`config.mk`:
```
export PLATFORM = sky130hd
export DESIGN_NAME = instruction_loader
export DESIGN_NICKNAME = d
export VERILOG_FILES = /design/src/rtl/instruction_loader.sv
export SDC_FILE = /design/constraint.sdc
export NUM_CORES = 1
export LEC_CHECK = 0
export ABC_AREA = 1
export CORE_UTILIZATION = 35
export DETAILED_ROUTE_END_ITERATION = 10
export GPL_ROUTABILITY_DRIVEN = 0
export PLACE_DENSITY = 0.55
export REMOVE_ABC_BUFFERS = 1
export SYNTH_ARGS = -nofsm -noshare
export SYNTH_HDL_FRONTEND = slang
export SYNTH_SLANG_ARGS = --single-unit
```
`constraint.sdc`:
```
create_clock -name clk -period 2 [get_ports clk]
set_input_delay 0.2 -clock clk [delete_from_list [all_inputs] [get_ports clk]]
set_output_delay 0.2 -clock clk [all_outputs]
set_load 0.01 [all_outputs]
```
`src/rtl/instruction_loader.sv`:
```
// instruction_loader: assembles a UART byte stream (16-bit word count, then MSB-first words)
// into instruction-memory writes. Define INSTRUCTION_LOADER_CHECKSUM_EN for a trailing XOR checksum byte.
`ifndef CELL_NUMBERS
`define CELL_NUMBERS 1024
`endif

module instruction_loader #(
    parameter int unsigned instr_size   = 32,
    parameter int unsigned cell_numbers = `CELL_NUMBERS
) (
    input  logic                  clk,
    input  logic                  rst,
    input  logic [7:0]            rx_data,
    input  logic                  rx_valid,
    output logic [instr_size-1:0] load_address,
    output logic [instr_size-1:0] load_instruction,
    output logic                  we,
    output logic                  cpu_hold,
    output logic                  done,
    output logic                  error
);
    localparam int unsigned BPW = instr_size / 8;
    localparam int unsigned BCW = (BPW > 1) ? $clog2(BPW) : 1;

    typedef enum logic [2:0] {
        LEN_HI,
        LEN_LO,
        DATA,
`ifdef INSTRUCTION_LOADER_CHECKSUM_EN
        CHECK,
`endif
        DONE,
        ERROR
    } state_t;

    // State entered once the payload is complete (or immediately when N=0).
`ifdef INSTRUCTION_LOADER_CHECKSUM_EN
    localparam state_t TAIL = CHECK;
`else
    localparam state_t TAIL = DONE;
`endif

    state_t                state_q, state_d;
    logic [7:0]            len_hi_q, len_hi_d;
    logic [15:0]           count_q, count_d;
    logic [15:0]           word_q, word_d;
    logic [BCW-1:0]        byte_q, byte_d;
    logic [instr_size-9:0] shift_q, shift_d;
    logic [instr_size-1:0] addr_q, addr_d;
    logic [instr_size-1:0] instr_q, instr_d;
    logic                  we_q, we_d;
`ifdef INSTRUCTION_LOADER_CHECKSUM_EN
    logic [7:0]            csum_q, csum_d;
`endif

    logic [instr_size-1:0] word_in;
    logic [31:0]           len_bytes;

    assign word_in   = {shift_q, rx_data};
    assign len_bytes = 32'({len_hi_q, rx_data}) * BPW;

    always_ff @(posedge clk) begin
        if (rst) begin
            state_q  <= LEN_HI;
            len_hi_q <= '0;
            count_q  <= '0;
            word_q   <= '0;
            byte_q   <= '0;
            shift_q  <= '0;
            addr_q   <= '0;
            instr_q  <= '0;
            we_q     <= 1'b0;
`ifdef INSTRUCTION_LOADER_CHECKSUM_EN
            csum_q   <= '0;
`endif
        end else begin
            state_q  <= state_d;
            len_hi_q <= len_hi_d;
            count_q  <= count_d;
            word_q   <= word_d;
            byte_q   <= byte_d;
            shift_q  <= shift_d;
            addr_q   <= addr_d;
            instr_q  <= instr_d;
            we_q     <= we_d;
`ifdef INSTRUCTION_LOADER_CHECKSUM_EN
            csum_q   <= csum_d;
`endif
        end
    end

    always_comb begin
        state_d  = state_q;
        len_hi_d = len_hi_q;
        count_d  = count_q;
        word_d   = word_q;
        byte_d   = byte_q;
        shift_d  = shift_q;
        addr_d   = addr_q;
        instr_d  = instr_q;
        we_d     = 1'b0;
`ifdef INSTRUCTION_LOADER_CHECKSUM_EN
        csum_d   = csum_q;
`endif
        case (state_q)
            LEN_HI: begin
                if (rx_valid) begin
                    len_hi_d = rx_data;
                    state_d  = LEN_LO;
                end
            end
            LEN_LO: begin
                if (rx_valid) begin
                    count_d = {len_hi_q, rx_data};
                    word_d  = '0;
                    byte_d  = '0;
                    if (len_bytes > cell_numbers) begin
                        state_d = ERROR;
                    end else if ({len_hi_q, rx_data} == 16'd0) begin
                        state_d = TAIL;
                    end else begin
                        state_d = DATA;
                    end
                end
            end
            DATA: begin
                if (rx_valid) begin
                    shift_d = word_in[instr_size-9:0];
`ifdef INSTRUCTION_LOADER_CHECKSUM_EN
                    csum_d  = csum_q ^ rx_data;
`endif
                    if (byte_q == BCW'(BPW - 1)) begin
                        // Word complete: register the write; strobe appears next cycle.
                        byte_d  = '0;
                        we_d    = 1'b1;
                        instr_d = word_in;
                        addr_d  = instr_size'(32'(word_q) * BPW);
                        word_d  = word_q + 16'd1;
                        if (({1'b0, word_q} + 17'd1) == {1'b0, count_q}) begin
                            state_d = TAIL;
                        end
                    end else begin
                        byte_d = byte_q + BCW'(1);
                    end
                end
            end
`ifdef INSTRUCTION_LOADER_CHECKSUM_EN
            CHECK: begin
                if (rx_valid) begin
                    state_d = (rx_data == csum_q) ? DONE : ERROR;
                end
            end
`endif
            DONE:    state_d = DONE;
            ERROR:   state_d = ERROR;
            default: state_d = LEN_HI;
        endcase
    end

    assign we               = we_q;
    assign load_address     = addr_q;
    assign load_instruction = instr_q;
    assign done             = (state_q == DONE);
    assign error            = (state_q == ERROR);
    assign cpu_hold         = (state_q != DONE);

endmodule

```
==> impl_metrics.ini, run 1 <==
[run_status]
run_status = complete, no violations

[clock_network]
htree_levels = 4
cts_tree = yes
holdBufCountCts = 0
path_clk_slew_ns = 0.05
cts_root_buf = clkbuf_16
cts_buffers = 17
cts.sinks = 118
cts.path.max_buffers = 2
clock_latency_ns = 0.42

[synth]
synth_edf_count = 0
synth_cells = 660
synth_flop_cell = dfxtp_1
yosysUniqueCellTypes = 36
yosysTopAreaCellShare_pct = 47.57
ys_async_sr_fraction_pct = 0
synth-seq-cells = 118
synth_area_um2 = 4966
synth_area_leader_cell = dfxtp_1
avgSynthCellArea_um2 = 7.524
yosys_warnings = 0
synth.area.top_cells = dfxtp_1 (48%), nand2_1 (8.4%), o21ai_0 (8.3%), a21oi_1 (7.0%), nand3_1 (5.9%)
ys_seq_area_share_pct = 47.57

[sta]
finalSetupViolCount = 0
max_freq_mhz = 525.9
rsz0062_at_grt = true
tightest_slew_ns = 0.5299
relSlewSlack_pct = 64.64
period_needed_ns = 1.902
min_period_over_period_pct = 95.08
worst_clock_skew_ns = 0.009086
fin_ws_ns = 0.09833
maxSlewViolCount = 0
hold_violations = 0
finalSetupTns_ns = 0

[hold_path]
hp-class = in -> reg
whs_path_depth = 3

[drt]
via_per_inst = 4.843
drt_iter0_drc = 208
ant_nets = 0
routed_wl_um = 12800
vias = 4514
wl_per_cell_um = 13.73
drt_pass1_iterations = 5
drc = 0

[floorplan]
die_width_um = 121.1
pin_count = 79
die_area_um2 = 14670
rows = 43
start_util_pct = 35.78
core_um2 = 13880
die_h_um = 121.1

[critical_path]
crit_required_ns = 1.80
start_kind = register
worstSetupPathType = reg -> out
setup.worst_path.end_class = primary output
crit_fanout = 3
cp.arrival_ns = 1.70
r2r.worst_path.cells = 15

[grt]
grt_pass1_wl_um = 20710
gr-total-overflow = 0
grt_start_max_net_pins = 53
antenna_found_initial = 0
grt_usage_pct = 18.36
grt_pass1_vias = 4185

[pwr]
totalPowerFinal_uw = 5832
p_leak_uw = 0.002640
peakVddDrop_mv = 0.5203
p_per_area_nw_per_um2 = 893.3

[cells_and_area]
syn_to_final_growth_pct = 31.47
mostFrequentLayoutCells = dfxtp_1 (111), nand2_1 (105), o21ai_0 (82), a21oi_1 (69), clkdlybuf4s50_1 (62)
antenna_cells = 0
layout-drive-gt1-share_pct = 12.77
design_area_um2 = 6529
final_common_cell = dfxtp_1
fin_nets = 752

[placed_design]
dp_hpwl_um = 9044
portBuffers = 62
dp_slack_ns = 0.04206
dpl_cell_area_um2 = 5856

[flow_run]
cap_violations = 0
-- synth_stat cells, types with 3 or more instances --
library cell and instances:
inv_1 55, buf_2 6, nand3_1 59, o21ai_0 82
nand2_1 111, nor2_2 5, clkbuf_1 23, a21oi_1 69
a211oi_1 9, nor2_1 63, nand2_2 3, dfxtp_1 118
nor3_1 6, nand4_1 7, buf_4 16
-- critical path: stages (launching register included) --
cell and delay, ns:
dfxtp_1 0.36, inv_1 0.09, nor2_1 0.09, inv_1 0.06
nor2_1 0.13, clkdlybuf4s50_1 0.56
-- stage by stage --
step / utilization, % / hold WS (ns) / std cells
detailed placement: 42.19 / 0.4525 / 898
global placement: 42.19 / 0.4502 / 898
global route: 47.03 / 0.4632 / 932
CTS: 46.47 / 0.4163 / 930
finish: 47.03 / 0.4279 / 932
floorplan: - / 0.2624 / 629
-- metal layers --
layer / track usage [%] / vias to the layer above / part of all wire [%]
li1: - / 2325 / -
met5: 0 / - / 0
met3: 4.041 / 19 / 3.9
met4: 8.410 / 0 / 1.8
met1: 24.46 / 2063 / 49
met2: 28.21 / 107 / 46
-- power breakdown --
part	total, µW	switching, µW	internal, µW	leakage, µW
Combinational	350	221	128	0.00140
Clock	3020	1090	1930	0.000285
Sequential	2470	49.7	2420	0.000958
Total	5830	1360	4470	0.00264
-- kinds of logic (layout without fill, tap and decap cells) --
| family | after synthesis | count (layout) | synth area share (%) |
|---|---|---|---|
| other | 1 | 16 | 0.07551 |
| AOI/OAI and AO/OA | 169 | 169 | 17.94 |
| adders and majority gates | 2 | 2 | 0.5038 |
| DFF | 118 | 118 | 47.57 |
| and+or+nand+nor | 261 | 261 | 23.28 |
| xor gates and xnor gates | 4 | 4 | 1.285 |
| buffers and inverters | 105 | 182 | 9.348 |
-- worst paths after layout --
| path | slack (ns) | to | start |
|---|---|---|---|
| max reg2reg | 0.13 | state_q[1] | word_q[0] |
| min | 0.43 | count_q[1] | rx_data[1] |
| max | 0.1 | done | state_q[1] |
| min reg2reg | 0.46 | load_instruction[8] | shift_q[0] |
-- layout make-up --
cell class / count / area, µm²
Sequential cell: 118 / 2371
Timing Repair Buffer: 91 / 870.8
Tap cell: 180 / 225.2
Inverter: 59 / 224.0
Fill cell: 1401 / 7352
Clock inverter: 11 / 123.9
Clock buffer: 21 / 470.5
Multi-Input combinational cell: 452 / 2243
-- registers in the layout, summed over array words and instances, names as in the netlist --
| signal | flops |
|---|---|
| byte_q | 2 |
| shift_q | 24 |
| len_hi_q | 8 |
| load_address | 16 |
| count_q | 16 |
| we | 1 |
| word_q | 16 |
| load_instruction | 32 |
| state_q | 3 |
-- repair_timing --
| action | CTS | global route |
|---|---|---|
| setup buffers | 0 | 2 |
| setup endpoints to repair | 0 | 3 |
| gates resized for setup | 0 | 23 |
Note: power is estimated with default switching activity, not from simulation.
==> inputs of run 2 (changes only) <==
Settings changed: ABC_CLOCK_PERIOD_IN_PS set to 2000.
==> results of run 2 <==
No change in the layout: final DEF, timing and power equal those of run 1.
==> inputs of run 3 (changes only) <==
Settings changed: ABC_CLOCK_PERIOD_IN_PS 2000 to 2300.
Clock period 2 ns to 2.3 ns, I/O delays scaled along.
==> run 3 against run 2 <==
Effect of this change: final area fell by 2.3%; clock skew is 0.0018 ns lower; clock-buffer cell count is 1 higher; non-clock buffer count fell by 11; via count decreased by 0.84%; die area unchanged; sequential power is 13% lower; combinational power shrank 15%; sequential cell count unchanged; total power is 12% lower; global-route usage down 0.065 points; worst hold slack improved by 0.031 ns; critical path type is now reg -> reg; largest power group unchanged.
==> impl_metrics.ini, run 3 (synthesized netlist as in run 1, its figures left out) <==
[run_status]
run_status = complete, no violations

[cells_and_area]
largest_reg_flops = 32
antenna_cells = 0
layout-drive-gt1-share_pct = 8.649
fin_nets = 741
design_area_um2 = 6381
syn_to_final_growth_pct = 28.50
nFillCells = 1426
mostFrequentLayoutCells = dfxtp_1 (118), nand2_1 (111), o21ai_0 (82), a21oi_1 (69), nor2_1 (63)
multi_input_comb_area_um2 = 2196
final_common_cell = dfxtp_1
ff_latch_area_um2 = 2362

[drt]
drc = 0
met3_length_um = 548
wl_met2_um = 5732
dr.max_layer_used = met4
drt-met1-wl_um = 5908
drt_iter0_drc = 216
drt_pass1_iterations = 5
vias = 4476
via_per_inst = 4.865
wl_per_cell_um = 13.48
ant_nets = 0
routed_wl_um = 12400

[clock_network]
htree_levels = 4
cts_root_buf = clkbuf_16
cts_buffers = 17
cts_tree = yes
holdBufCountCts = 0
cts.sinks = 118
postCtsSetupBuffers = 0
cts.path.max_buffers = 2
clock_latency_ns = 0.41
cts_resized = 0
path_clk_slew_ns = 0.05

[sta]
maxSlewViolCount = 0
fin_ws_ns = 0.2898
hold_violations = 0
finalSetupViolCount = 0
period_needed_ns = 2.010
relSlewSlack_pct = 65.09
worst_clock_skew_ns = 0.007285
min_period_over_period_pct = 87.40
rsz0062_at_grt = false
tightest_slew_ns = 0.5220
finalSetupTns_ns = 0
max_freq_mhz = 497.5

[placed_design]
dp_slack_ns = 0.2102
portBuffers = 62
dp_hpwl_um = 8942
dpl_cell_area_um2 = 5776

[pwr]
p_leak_uw = 0.002547
p_per_area_nw_per_um2 = 807.2
peakVddDrop_mv = 0.4215

[critical_path]
cp.arrival_ns = 2.35
start_kind = register
worstSetupPathType = reg -> reg
crit_fanout = 5
r2r.worst_path.cells = 13
setup.worst_path.end_class = register
crit_required_ns = 2.64

[floorplan]
die_width_um = 121.1
start_util_pct = 35.78
rows = 43
die_area_um2 = 14670
core_um2 = 13880
pin_count = 79
die_h_um = 121.1

[hold_path]
hp-class = reg -> reg
whs_path_depth = 2

[grt]
grt_start_max_net_pins = 40
gr-total-overflow = 0
grt_usage_pct = 18.29
grt_pass1_vias = 4191
grt_pass1_wl_um = 20760
antenna_found_initial = 0

[flow_run]
cap_violations = 0
-- run 3: final cells by class --
class / instances / area share (%)
clock inverter: 9 / 2.373
sequential: 118 / 37.02
clock buffer: 22 / 7.118
tap: 180 / 3.529
timing repair buffer: 80 / 12.04
inverter: 59 / 3.510
multi-input combinational: 452 / 34.41
-- run 3: stage by stage --
step / instances / power [µW] / hold slack, ns / util, %
4_1_cts: 920 / 5200 / 0.4641 / 45.97
5_1_grt: 920 / 5355 / 0.4765 / 45.97
6_report: 920 / 5151 / 0.4589 / 45.97
3_5_place_dp: 889 / 2486 / 0.4595 / 41.61
3_3_place_gp: 889 / 2481 / 0.4490 / 41.61
2_1_floorplan: 629 / 2360 / 0.2924 / -
-- run 3: path summary, 6_finish.rpt --
kind / start / end / slack, ns
hold reg to reg: shift_q[6] / load_instruction[14] / 0.46
hold / removal: shift_q[6] / load_instruction[14] / 0.46
setup / recovery: word_q[1] / state_q[1] / 0.29
setup reg to reg: word_q[1] / state_q[1] / 0.29
-- run 3: routing by layer --
layer | up-vias | track usage (%)
li1 | 2300 | -
met1 | 2032 | 24.48
met2 | 129 | 28.29
met3 | 15 | 4.229
met4 | 0 | 7.407
met5 | - | 0
-- run 3: power breakdown --
| group | total [µW] | switching (µW) | leakage (µW) | internal [µW] |
|---|---|---|---|---|
| logic | 297 | 188 | 0.00130 | 109 |
| clock network | 2710 | 879 | 0.000294 | 1830 |
| registers | 2150 | 43.8 | 0.000954 | 2100 |
-- run 3: critical path: stages (launching register included) --
cell and delay [ns]:
dfxtp_1 0.40, ha_1 0.22, nand3_1 0.13, nor2_1 0.24
nor2_1 0.09, nor2_1 0.13, nand2_1 0.07, nand2_1 0.07
nand3_1 0.08, nor2_1 0.11, nand2_1 0.10, nand2_2 0.09
nand2_1 0.08, a21oi_2 0.12
